`config.mk`:
```
export PLATFORM = sky130hd
export DESIGN_NAME = xadc_sample_reader_flat
export DESIGN_NICKNAME = d
export VERILOG_FILES = /design/src/rtl/xadc_sample_reader_pkg.sv /design/src/rtl/xadc_sample_reader_if.sv /design/src/rtl/xadc_sample_reader_sample_averager.sv /design/src/rtl/xadc_sample_reader.sv /design/src/flat_wrapper.sv
export SDC_FILE = /design/constraint.sdc
export NUM_CORES = 1
export LEC_CHECK = 0
export BUFFER_PORTS_ARGS = -buffer_cell sky130_fd_sc_hd__buf_2
export CAP_MARGIN = 5
export CORE_MARGIN = 3
export CORE_UTILIZATION = 52
export CTS_BUF_LIST = sky130_fd_sc_hd__clkbuf_4
export DETAILED_ROUTE_END_ITERATION = 7
export GPL_ROUTABILITY_DRIVEN = 0
export PLACE_DENSITY = 0.74
export SLEW_MARGIN = 20
export SYNTH_ARGS = -nofsm -noshare
export SYNTH_HDL_FRONTEND = slang
export SYNTH_SLANG_ARGS = --single-unit
```
`constraint.sdc`:
```
create_clock -name CLK -period 2.6 [get_ports CLK]
set_input_delay 0.13 -clock CLK [delete_from_list [all_inputs] [get_ports CLK]]
set_output_delay 0.13 -clock CLK [all_outputs]
set_load 0.01 [all_outputs]
```
`src/rtl/xadc_sample_reader_pkg.sv`:
```
// Shared station package for the XADC temperature path.
// Holds the reader FSM state encoding, the XADC VAUX DRP addresses, the
// temperature thresholds shared with the material FSM, and a helper that
// extracts the 12-bit conversion result from a DRP read word.
package xadc_sample_reader_pkg;

  localparam int SAMPLE_W   = 12;
  localparam int DRP_ADDR_W = 7;
  localparam int DRP_DATA_W = 16;

  // Reader FSM states
  localparam logic [2:0] ST_IDLE    = 3'd0;
  localparam logic [2:0] ST_REQ     = 3'd1;
  localparam logic [2:0] ST_WAIT    = 3'd2;
  localparam logic [2:0] ST_ACC     = 3'd3;
  localparam logic [2:0] ST_PUBLISH = 3'd4;

  // XADC auxiliary-channel status register addresses
  localparam logic [DRP_ADDR_W-1:0] VAUX0_ADDR = 7'h10;
  localparam logic [DRP_ADDR_W-1:0] VAUX1_ADDR = 7'h11;
  localparam logic [DRP_ADDR_W-1:0] VAUX6_ADDR = 7'h16;  // thermistor input
  localparam logic [DRP_ADDR_W-1:0] VAUX7_ADDR = 7'h17;

  // Temperature thresholds shared with the station material FSM
  localparam logic [SAMPLE_W-1:0] THRESHOLD1 = 12'd1200;
  localparam logic [SAMPLE_W-1:0] THRESHOLD2 = 12'd1900;

  typedef logic [SAMPLE_W-1:0] sample_t;

  // The XADC left-justifies its 12-bit result in the 16-bit DRP word.
  function automatic sample_t drp_sample(input logic [DRP_DATA_W-1:0] drp_word);
    return drp_word[DRP_DATA_W-1:DRP_DATA_W-SAMPLE_W];
  endfunction

endpackage

```
`src/rtl/xadc_sample_reader_if.sv`:
```
// Bus between the XADC primitive / station system and the sample reader.
// Signals:
//   eoc         end-of-conversion pulse from the XADC
//   den, dwe    DRP enable pulse / write enable (always 0)
//   daddr       DRP address
//   drdy        DRP read-data valid pulse
//   drp_do      DRP read data (XADC "do" port; sample in bits [15:4])
//   digitalTemp averaged temperature sample
//   ready       one-cycle pulse when digitalTemp updates
//   drpTimeout  one-cycle pulse when a DRP read is abandoned
// master = the reader, slave = XADC + consumer side.
interface xadc_sample_reader_if;
  import xadc_sample_reader_pkg::*;

  logic                  eoc;
  logic                  den;
  logic                  dwe;
  logic [DRP_ADDR_W-1:0] daddr;
  logic                  drdy;
  logic [DRP_DATA_W-1:0] drp_do;
  logic [SAMPLE_W-1:0]   digitalTemp;
  logic                  ready;
  logic                  drpTimeout;

  modport master (
    input  eoc, drdy, drp_do,
    output den, dwe, daddr, digitalTemp, ready, drpTimeout
  );

  modport slave (
    output eoc, drdy, drp_do,
    input  den, dwe, daddr, digitalTemp, ready, drpTimeout
  );

endinterface

```
`src/rtl/xadc_sample_reader_sample_averager.sv`:
```
// sample_averager: sums 2^AVG_LOG2 consecutive samples and divides by shift.
// Ports:
//   CLK, RST  clock and synchronous active-high reset
//   add       add `sample` into the running window this cycle
//   sample    12-bit sample to add
//   done      high in the add cycle that completes the window
//   avg       window average including this cycle's sample (valid with done)
// The window restarts automatically on the completing add.
module sample_averager
  import xadc_sample_reader_pkg::*;
#(
  parameter int AVG_LOG2 = 2
) (
  input  logic                CLK,
  input  logic                RST,
  input  logic                add,
  input  logic [SAMPLE_W-1:0] sample,
  output logic                done,
  output logic [SAMPLE_W-1:0] avg
);

  // 2^AVG_LOG2 samples of at most 12'hFFF cannot exceed this width
  localparam int AW = SAMPLE_W + AVG_LOG2;
  localparam int CW = AVG_LOG2 + 1;
  localparam logic [CW-1:0] CNT_LAST = CW'((1 << AVG_LOG2) - 1);

  logic [AW-1:0] acc_q, acc_d, sum_s;
  logic [CW-1:0] cnt_q, cnt_d;

  // Running sum, completion detect and next accumulator/count
  always_comb begin
    sum_s = acc_q + AW'(sample);
    done  = add && (cnt_q == CNT_LAST);
    avg   = SAMPLE_W'(sum_s >> AVG_LOG2);
    acc_d = acc_q;
    cnt_d = cnt_q;
    if (add) begin
      if (cnt_q == CNT_LAST) begin
        acc_d = {AW{1'b0}};
        cnt_d = {CW{1'b0}};
      end else begin
        acc_d = sum_s;
        cnt_d = cnt_q + CW'(1);
      end
    end else begin
      acc_d = acc_q;
      cnt_d = cnt_q;
    end
  end

  // Accumulator and sample-count registers
  always_ff @(posedge CLK) begin
    if (RST) begin
      acc_q <= {AW{1'b0}};
      cnt_q <= {CW{1'b0}};
    end else begin
      acc_q <= acc_d;
      cnt_q <= cnt_d;
    end
  end

endmodule

```
`src/rtl/xadc_sample_reader.sv`:
```
// xadc_sample_reader: on each XADC end-of-conversion, reads the configured
// VAUX channel over DRP, averages 2^AVG_LOG2 samples and publishes the
// average on digitalTemp with a one-cycle ready pulse.
// Ports:
//   CLK  system clock, rising edge
//   RST  synchronous active-high reset
//   bus  xadc_sample_reader_if.master (eoc, DRP handshake, results)
// An eoc arriving while a read is in flight is remembered (one deep) and
// starts the next read as soon as the FSM returns to IDLE.
module xadc_sample_reader
  import xadc_sample_reader_pkg::*;
#(
  parameter logic [DRP_ADDR_W-1:0] CHANNEL_ADDR = VAUX6_ADDR,
  parameter int                    AVG_LOG2     = 2,
  parameter int                    DRP_TIMEOUT  = 63
) (
  input  logic                 CLK,
  input  logic                 RST,
  xadc_sample_reader_if.master bus
);

  localparam int TW = $clog2(DRP_TIMEOUT + 2);
  localparam logic [TW-1:0] TO_LIM = TW'(DRP_TIMEOUT);

  logic [2:0]          state_q, state_d;
  logic                pending_q, pending_d;
  logic [TW-1:0]       wait_cnt_q, wait_cnt_d;
  logic [SAMPLE_W-1:0] sample_q, sample_d;
  logic                den_q, den_d;
  logic                timeout_q, timeout_d;
  logic                ready_q, ready_d;
  logic [SAMPLE_W-1:0] temp_q, temp_d;

  logic                add_s;
  logic                done_s;
  logic [SAMPLE_W-1:0] avg_s;

  sample_averager #(.AVG_LOG2(AVG_LOG2)) u_avg (
    .CLK    (CLK),
    .RST    (RST),
    .add    (add_s),
    .sample (sample_q),
    .done   (done_s),
    .avg    (avg_s)
  );

  // Read FSM, DRP wait counter and pending-request flag
  always_comb begin
    state_d    = state_q;
    pending_d  = pending_q;
    wait_cnt_d = wait_cnt_q;
    sample_d   = sample_q;
    temp_d     = temp_q;
    add_s      = 1'b0;
    timeout_d  = 1'b0;
    ready_d    = 1'b0;
    case (state_q)
      ST_IDLE: begin
        if (bus.eoc || pending_q) begin
          state_d = ST_REQ;
        end else begin
          state_d = ST_IDLE;
        end
      end
      ST_REQ: begin
        pending_d  = 1'b0;
        // counts cycles since den, so the limit compare matches DRP_TIMEOUT
        wait_cnt_d = TW'(1);
        state_d    = ST_WAIT;
      end
      ST_WAIT: begin
        // drdy has priority over a timeout in the same cycle
        if (bus.drdy) begin
          sample_d = drp_sample(bus.drp_do);
          state_d  = ST_ACC;
        end else if (wait_cnt_q == TO_LIM) begin
          timeout_d = 1'b1;
          state_d   = ST_IDLE;
        end else begin
          wait_cnt_d = wait_cnt_q + TW'(1);
        end
      end
      ST_ACC: begin
        add_s = 1'b1;
        // the averager clears itself on the completing add, so the
        // average is registered here and appears during PUBLISH
        if (done_s) begin
          temp_d  = avg_s;
          ready_d = 1'b1;
          state_d = ST_PUBLISH;
        end else begin
          state_d = ST_IDLE;
        end
      end
      ST_PUBLISH: begin
        state_d = ST_IDLE;
      end
      default: begin
        state_d = ST_IDLE;
      end
    endcase
    // a new eoc outside IDLE wins over the clear in REQ
    if (bus.eoc && (state_q != ST_IDLE)) begin
      pending_d = 1'b1;
    end else begin
      pending_d = pending_d;
    end
    den_d = (state_d == ST_REQ);
  end

  // State and registered-output flops
  always_ff @(posedge CLK) begin
    if (RST) begin
      state_q    <= ST_IDLE;
      pending_q  <= 1'b0;
      wait_cnt_q <= {TW{1'b0}};
      sample_q   <= {SAMPLE_W{1'b0}};
      den_q      <= 1'b0;
      timeout_q  <= 1'b0;
      ready_q    <= 1'b0;
      temp_q     <= {SAMPLE_W{1'b0}};
    end else begin
      state_q    <= state_d;
      pending_q  <= pending_d;
      wait_cnt_q <= wait_cnt_d;
      sample_q   <= sample_d;
      den_q      <= den_d;
      timeout_q  <= timeout_d;
      ready_q    <= ready_d;
      temp_q     <= temp_d;
    end
  end

  assign bus.den         = den_q;
  assign bus.dwe         = 1'b0;
  assign bus.daddr       = CHANNEL_ADDR;
  assign bus.digitalTemp = temp_q;
  assign bus.ready       = ready_q;
  assign bus.drpTimeout  = timeout_q;

endmodule

```
`src/flat_wrapper.sv`:
```
// flat-port wrapper written by rule: the top's interface ports become plain ports
module xadc_sample_reader_flat import xadc_sample_reader_pkg::*;
#(
  parameter logic [DRP_ADDR_W-1:0] CHANNEL_ADDR = VAUX6_ADDR,
  parameter int                    AVG_LOG2     = 2,
  parameter int                    DRP_TIMEOUT  = 63
)
  (CLK, RST, bus_eoc, bus_drdy, bus_drp_do, bus_den, bus_dwe, bus_daddr, bus_digitalTemp, bus_ready, bus_drpTimeout);
  xadc_sample_reader_if bus_i ();
  input  logic CLK;
  input  logic RST;
  input wire logic [$bits(bus_i.eoc)-1:0] bus_eoc;
  input wire logic [$bits(bus_i.drdy)-1:0] bus_drdy;
  input wire logic [$bits(bus_i.drp_do)-1:0] bus_drp_do;
  output wire logic [$bits(bus_i.den)-1:0] bus_den;
  output wire logic [$bits(bus_i.dwe)-1:0] bus_dwe;
  output wire logic [$bits(bus_i.daddr)-1:0] bus_daddr;
  output wire logic [$bits(bus_i.digitalTemp)-1:0] bus_digitalTemp;
  output wire logic [$bits(bus_i.ready)-1:0] bus_ready;
  output wire logic [$bits(bus_i.drpTimeout)-1:0] bus_drpTimeout;
  assign bus_i.eoc = bus_eoc;
  assign bus_i.drdy = bus_drdy;
  assign bus_i.drp_do = bus_drp_do;
  assign bus_den = bus_i.den;
  assign bus_dwe = bus_i.dwe;
  assign bus_daddr = bus_i.daddr;
  assign bus_digitalTemp = bus_i.digitalTemp;
  assign bus_ready = bus_i.ready;
  assign bus_drpTimeout = bus_i.drpTimeout;
  xadc_sample_reader #(.CHANNEL_ADDR(CHANNEL_ADDR), .AVG_LOG2(AVG_LOG2), .DRP_TIMEOUT(DRP_TIMEOUT)) u_core (.CLK(CLK), .RST(RST), .bus(bus_i));
endmodule
```
# After elaboration in Yosys (flattened, before gate mapping)
# Index checks and enable logic that the tools add are counted.
totals:
  wordCells: 50
  in_bits: 20
  output_inout_bits: 23
  register_bits: 55
op_classes:
  muxes: 15
  n_reduce_logical: 12
  n_eq_ne: 8
  bitwise_logic: 2
  n_addsub: 3
ops:
  columns: ["operator", "n"]
  rows:
  - ["$add A14 B12 Y14", 1]
  - ["$mux W14", 1]
  - ["$mux W7", 2]
  - ["$pmux W7 S2", 1]
  - ["$mux W3", 4]
  - ["$pmux W3 S4", 1]
  - ["$eq A3 B2 Y1 const B", 3]
  - ["$add A7 B1 Y7 const B", 1]
  - ["$eq A7 B6 Y1 const B", 1]
  - ["$eq A3 B1 Y1 const B", 2]
  - ["$mux W1", 6]
  - ["$ne A2 B2 Y1 const B", 2]
  - ["$reduce_and A2 Y1", 2]
  - ["$reduce_bool A2 Y1", 2]
  - ["$add A3 B1 Y3 const B", 1]
  - ["$logic_not A3 Y1", 1]
  - ["$reduce_and A3 Y1", 1]
  - ["$reduce_bool A3 Y1", 1]
  - ["$reduce_or A3 Y1", 1]
  - ["$logic_and A1 B1 Y1", 2]
  - ["$not A1 Y1", 2]
  - ["$reduce_or A2 Y1", 1]
  - ["$logic_or A1 B1 Y1", 1]

# Depth between registers and ports, before layout
# Gate-level depths: netlist of run 1.
depth:
  ltp_word: 6
  mapped_depth: 8

# By module
# A second synthesis of run 1 with hierarchy kept.
unflattened:
  hier_cells: 336
  area_unflattened_um2: 2793.9
modules_own_cells:
  columns: ["module", "cells_per_inst", "seq_area_each_um2", "area_each_um2", "n_inst"]
  rows:
  - ["xadc_sample_reader", 194, 760.7, 1601.5, 1]
  - ["sample_averager", 142, 340.3, 1192.4, 1]

# Worst setup path before layout of run 1
# Ideal clock, no wire load.
synth_path:
  path_kind: "register to register"
  start: "reg u_core.u_avg.acc_q[0]"
  end: "reg u_core.u_avg.acc_q[12]"
  stages_incl_launch_ff: 9
  path_buffers: 0
  required_ns: 2.480
  setup_slack_ns: 0.468
  arrival_ns: 2.012
  setup_ns: 0.120
  cell_sequence: "dfxtp_1 -> ha_1 -> fa_1 -> a21oi_1 -> o21ai_1 -> a221oi_2 -> a21oi_2 -> o21a_1 -> a211o_1"
synth_via:
  elab_chain_len: 2
synth_lines:
  columns: ["element", "line_no", "text"]
  rows:
  - ["from (decl)", "xadc_sample_reader_sample_averager.sv:27", "logic [AW-1:0] acc_q, acc_d, sum_s;"]
  - ["from (signal assigned)", "xadc_sample_reader_sample_averager.sv:54", "acc_q <= {AW{1'b0}};"]
  - ["$add A14 B12 Y14", "xadc_sample_reader_sample_averager.sv:32", "sum_s = acc_q + AW'(sample);"]
  - ["$mux W14", "xadc_sample_reader_sample_averager.sv:38", "if (cnt_q == CNT_LAST) begin"]
# No other way between the ends.
# A chain may end at the register's enable or synchronous reset.

# Worst setup path in the final report of run 1
# Ends and elaborated chain as after synthesis.

==> out/summary.txt, run 1 <==
Die H: 78.5 um
grt ovf: 0
Tcrit/Tclk final: 90.6%
routed wl met2: 2740 um
EDFF count, synth: 0
WL per Instance: 13.5 um
Setup Fix Bufs, Post-CTS: 0
ant diodes: 0
max-slew violations: 0
Ports: 43
Hold Buf Count CTS: 14
CTS HTree Levels: 2
count leader, synth: dfxtp_1
CTS clk-pin slew, worst paths: 0.15 ns
Final Core Density: 63.3%
crit path max fanout: 3
GRT Util Overall: 19.9%
CP max stage cell: fa_1
Post-DP HPWL: 3840 um
antenna violations before repair: 0
IO Port Bufs: 30
Hold Crit Class: in2reg
kind of critical path: reg2reg
count of cell types in the netlist: 52
CP max stage delay: 0.41 ns
wirelength, routed: 5750 um
syn_area_per_cell: 8.57 um^2
DIE AREA: 6160 um^2
Horiz. Die Dim: 78.5 um
first-pass GRT wire length: 9770 um
RSZ-0062 raised after global routing: no
asr flop ratio synth: 0%
via count: 2319
Clock Root Buffer: clkbuf_4
final setup violation count: 0
Slew @ Worst Pin: 0.774 ns
slew margin rel.: 48.0%
pwr dens: 514 nW/um^2
Peak VDD IR: 0.277 mV
post-CTS sizing: 0
delay-heaviest family, CP: compound AO/OA/AOI/OAI gates
Core Box Area: 4910 um^2
commonest cells in the netlist: dfxtp_1, nand2_1, a21oi_1, nor2_1, ha_1
first-pass iteration count of the detailed router: 4
fin crit period: 2.35 ns
TNS Setup: 0 ns
CTS tree: done
CTS Buf Count: 5
Worst Clk Skew: 0.0106 ns
Iter 0 DRT Violations: 127
largest net degree at the start of global routing: 45
share of cells above drive strength 1: 14.0%
CTS Sinks: 55
Crit. End Element: register
Detail Route Antenna Nets: 0
Worst Path Required: 2.89 ns
max layer used: met4
critical path, cell by cell: ha_1 -> fa_1 -> a21oi_1 -> o21ai_1 -> a221oi_2 -> a21oi_2 -> o21a_1 -> a211o_1
Max Cap Viol: 0
synth top area cells: dfxtp_1, nand2_1, a21oi_1, ha_1, nor2_1
area added between synthesis and finish: 13.7%
area leader, netlist: dfxtp_1
top_reg_cell synth: dfxtp_1
Yosys warnings: 0
worst path bufs/invs: 0
CTS max path bufs: 2
met1 WL: 2630 um
Yosys top cell area share: 40.3%
Cells after Synth: 319
maximum operating frequency: 425 MHz
sequential fraction of the synthesis area: 40.3%
CP Launch Type: register
DRC viols: 0
P_leak: 0.00131 uW
status: finished, final reports clean
starting density of the core: 55.7%
met3 WL: 254 um
Post-Syn Area: 2730 um^2
worst skew pair latency: 0.38 ns
row count: 25
nets: 392
CP Data Arrival Time: 2.64 ns
vias per cell: 5.46
vias in the first global route: 2204
Synth Register Bits: 55
Hold Violations, Final: 0
[worst paths after layout]
path	to	cells past startpoint	from	slack (ns)
setup reg to reg	u_core.u_avg.acc_q[12]	8	u_core.u_avg.acc_q[0]	0.25
hold reg to reg	u_core.u_avg.cnt_q[2]	2	u_core.u_avg.cnt_q[2]	0.46
hold / removal	u_core.pending_q	3	bus_eoc	0.06
setup / recovery	u_core.u_avg.acc_q[12]	8	u_core.u_avg.acc_q[0]	0.25
[sequential cells by signal, indices dropped and copies added, names as in the netlist, 3 cells and up]
register and count:
u_core.state_q 3, u_core.wait_cnt_q 7, u_core.sample_q 12, u_core.u_avg.cnt_q 3, u_core.bus.digitalTemp 12, u_core.u_avg.acc_q 14
[kinds of logic (layout without fill, tap and decap cells)]
group	after synthesis	in the layout	synth area share, %
AO/OA/AOI/OAI	81	81	19.8
XOR/XNOR	12	12	3.84
adder cells (fa/ha/maj)	15	15	7.14
buffers and inverters	24	57	5.49
flip-flops	55	55	40.3
multiplexers	2	2	0.732
other	2	8	0.275
AND/OR/NAND/NOR	128	128	22.5
[metrics by stage]
step                      setup WS (ns)  instance area [um^2]  hold WS (ns)  instances  power (uW)
after floorplan                   0.468                  2760         0.207        325         991
after global placement            0.342                  2860         0.360        403        1020
after detailed placement          0.279                  2860         0.363        403        1020
after CTS                         0.256                  3110        0.0430        425        1610
after global routing              0.121                  3110        0.0976        425        1660
final                             0.246                  3110        0.0583        425        1600
[per-layer routing]
metal  GRT usage (%)  vias up
li1                -     1180
met1            23.7     1067
met2            34.9       57
met3            4.36       15
met4            7.34        0
met5               0        -
[worst reg2reg max path, cell delays in order, from the launching register on]
cell,delay [ns]
dfxtp_1,0.34
ha_1,0.22
fa_1,0.41
a21oi_1,0.20
o21ai_1,0.18
a221oi_2,0.36
a21oi_2,0.13
o21a_1,0.18
a211o_1,0.25
[report_power, final]
part	switching (uW)	internal, uW	total, uW
combinational	81.7	60.5	142
clock	269	311	579
sequential	16.1	861	877
[layout by cell type, fill, tap and decap left out, drive strengths merged, types with 3 or more instances in the layout]
master       Yosys  final
a211oi           7      7
a21oi           41     41
a22oi            6      6
and2             4      4
buf             12     31
clkbuf           8      6
conb             2      8
dfxtp           55     55
dlygate4sd3      0     14
ha              14     14
inv              4      4
nand2           53     53
nand2b           6      6
nand3            7      7
nor2            29     29
nor2b            3      3
nor3             6      6
o21ai           10     10
or3              4      4
xnor2            5      5
xor2             7      7
[cell type report]
class                           count  area, um^2
Multi-Input combinational cell    246        1510
Fill cell                         449        1800
Sequential cell                    55        1100
Tap cell                           67        83.8
Timing Repair Buffer               45         298
Clock inverter                      2        60.1
Inverter                            4        15.0
Clock buffer                        6        45.0
No activity file was read; power rests on OpenSTA's default activity.
==> inputs of run 2 (changes only) <==
- BUFFER_PORTS_ARGS: -buffer_cell sky130_fd_sc_hd__buf_2 -> -buffer_cell sky130_fd_sc_hd__buf_4
==> run 2 against run 1 <==
Hold slack lost 0.029 ns. Largest power group unchanged. Clock-buffer cell count is 1 higher. Power shrank 12%. Utilization unchanged. First-iteration DRC count is 5.5% higher. Global-route usage fell by 0.71 points. Non-clock buffer count fell by 3. Critical endpoint unchanged. Flip-flop and latch count did not move. Fmax up 1.2%. Via count is 2.7% lower. Cell count fell by 0.71%. Cell area is the same. Largest cell class unchanged.
==> out/summary.txt, run 2 (synthesis results as in run 1) <==
crit path max fanout: 3 (unchanged)
Crit. End Element: register
slew margin rel.: 52.1% (+4.0 points)
Peak VDD IR: 0.308 mV (+11%)
antenna violations before repair: 0 (unchanged)
IO Port Bufs: 30 (unchanged)
first-pass iteration count of the detailed router: 4 (unchanged)
area of the multi-input gates: 1510 um^2 (unchanged)
Ports: 43 (unchanged)
post-CTS sizing: 0 (unchanged)
CP Data Arrival Time: 2.60 ns (-0.04 ns)
grt ovf: 0 (unchanged)
fin crit period: 2.33 ns (-0.0288 ns)
wirelength, routed: 5650 um (-1.8%)
worst skew pair latency: 0.36 ns (-0.02 ns)
Hold Violations, Final: 0 (unchanged)
Fill cells: 448 (-0.22%)
setup slack after layout: 0.274 ns (+0.0288 ns)
nets: 389 (-0.77%)
vias in the first global route: 2107 (-4.4%)
kind of critical path: reg2reg
Max Cap Viol: 0 (unchanged)
vias per cell: 5.35 (-2.0%)
CTS clk-pin slew, worst paths: 0.15 ns (about the same)
Die H: 78.5 um (unchanged)
Clock Root Buffer: clkbuf_4
DIE AREA: 6160 um^2 (unchanged)
CTS tree: done
Slew @ Worst Pin: 0.714 ns (-0.0599 ns)
FF+latch area: 1100 um^2 (unchanged)
first-pass GRT wire length: 9650 um (-1.3%)
max layer used: met4
Tcrit/Tclk final: 89.4% (-1.1 points)
DRC viols: 0 (unchanged)
via count: 2257 (-2.7%)
CP Launch Type: register
met3 WL: 194 um (-24%)
row count: 25 (unchanged)
CTS Sinks: 55 (unchanged)
WL per Instance: 13.4 um (-1.1%)
GRT Util Overall: 19.2% (-0.71 points)
Hold Crit Class: in2reg
pwr dens: 452 nW/um^2 (-12%)
RSZ-0062 raised after global routing: no
Biggest register: u_core.u_avg.acc_q
area added between synthesis and finish: 13.7% (unchanged)
CTS HTree Levels: 2 (unchanged)
max-slew violations: 0 (unchanged)
routed wl met2: 2700 um (-1.4%)
largest net degree at the start of global routing: 49 (+8.9%)
Iter 0 DRT Violations: 134 (+5.5%)
Detail Route Antenna Nets: 0 (unchanged)
post-place setup slack: 0.309 ns (+0.0304 ns)
Setup Fix Bufs, Post-CTS: 0 (unchanged)
share of cells above drive strength 1: 13.8% (-0.16 points)
Horiz. Die Dim: 78.5 um (unchanged)
TNS Setup: 0 ns (unchanged)
CTS Buf Count: 5 (unchanged)
commonest non-fill, non-tap cell in the layout: dfxtp_1
max FFs per register: 14 (unchanged)
Worst Path Required: 2.87 ns (-0.02 ns)
commonest non-fill, non-tap cells in the layout: dfxtp_1, nand2_1, a21oi_1
maximum operating frequency: 430 MHz (+1.2%)
Post-DP HPWL: 3910 um (+1.7%)
Core Box Area: 4910 um^2 (unchanged)
starting density of the core: 55.7% (unchanged)
final setup violation count: 0 (unchanged)
CTS max path bufs: 2 (unchanged)
Worst Clk Skew: 0.00655 ns (-0.00405 ns)
status: finished, final reports clean
met1 WL: 2710 um (+3.1%)
P_leak: 0.00129 uW (-1.7%)
ant diodes: 0 (unchanged)
==> run 2: cell count changes in the layout (fill, tap and decap cells not counted) <==
cell	before	now
dlygate4sd3_1	14	12
clkinv_2	0	1
clkbuf_4	6	7
bufinv_16	2	0
buf_4	1	30
buf_2	30	0
==> run 2: metrics by stage <==
stage / utilization [%] / hold slack (ns) / std cells / cell area (um^2) / total power (uW)
CTS: 63.3 / 0.0157 / 422 / 3110 / 1420
floorplan: - / 0.207 / 325 / 2760 / 991
global placement: 59.7 / 0.352 / 402 / 2930 / 1020
finish: 63.3 / 0.0291 / 422 / 3110 / 1410
detailed placement: 59.7 / 0.351 / 402 / 2930 / 1030
global route: 63.3 / 0.0153 / 422 / 3110 / 1470
==> run 2: routing by layer <==
| metal | track usage (%) | up-vias |
|---|---|---|
| met5 | 0 | - |
| met4 | 4.55 | 0 |
| met3 | 3.67 | 8 |
| met2 | 32.3 | 45 |
| met1 | 25.4 | 1040 |
| li1 | - | 1164 |
==> run 2: layout make-up <==
class	count	share of cell area [%]
multi-input combinational	246	48.4
sequential	55	35.4
timing repair buffer	42	11.1
tap	67	2.70
clock buffer	7	1.69
inverter	4	0.483
clock inverter	1	0.161
==> run 2: worst paths after layout <==
check	from	end	slack [ns]	depth (start not counted)
min	bus_drp_do[12]	u_core.sample_q[8]	0.03	3
max reg2reg	u_core.u_avg.acc_q[0]	u_core.u_avg.acc_q[12]	0.27	8
max	u_core.u_avg.acc_q[0]	u_core.u_avg.acc_q[12]	0.27	8
min reg2reg	u_core.bus.digitalTemp[1]	u_core.bus.digitalTemp[1]	0.47	2
==> run 2: power breakdown <==
group	internal [uW]	switching [uW]	leakage, uW
clock	127	255	0.0000361
combinational	64.8	80.6	0.000810
sequential	861	16.8	0.000444
total	1050	352	0.00129
==> run 2: what timing repair did <==
action                     CTS  global route
hold endpoints to repair    12             0
hold buffers                12             0
setup endpoints to repair    0             0
==> run 2: critical path, cell delays in order, from the launching register on <==
cell and delay, ns:
dfxtp_1 0.35, ha_1 0.23, fa_1 0.41, a21oi_1 0.18, o21ai_1 0.17, a221oi_2 0.34, a21oi_2 0.13, o21a_1 0.18
a211o_1 0.25
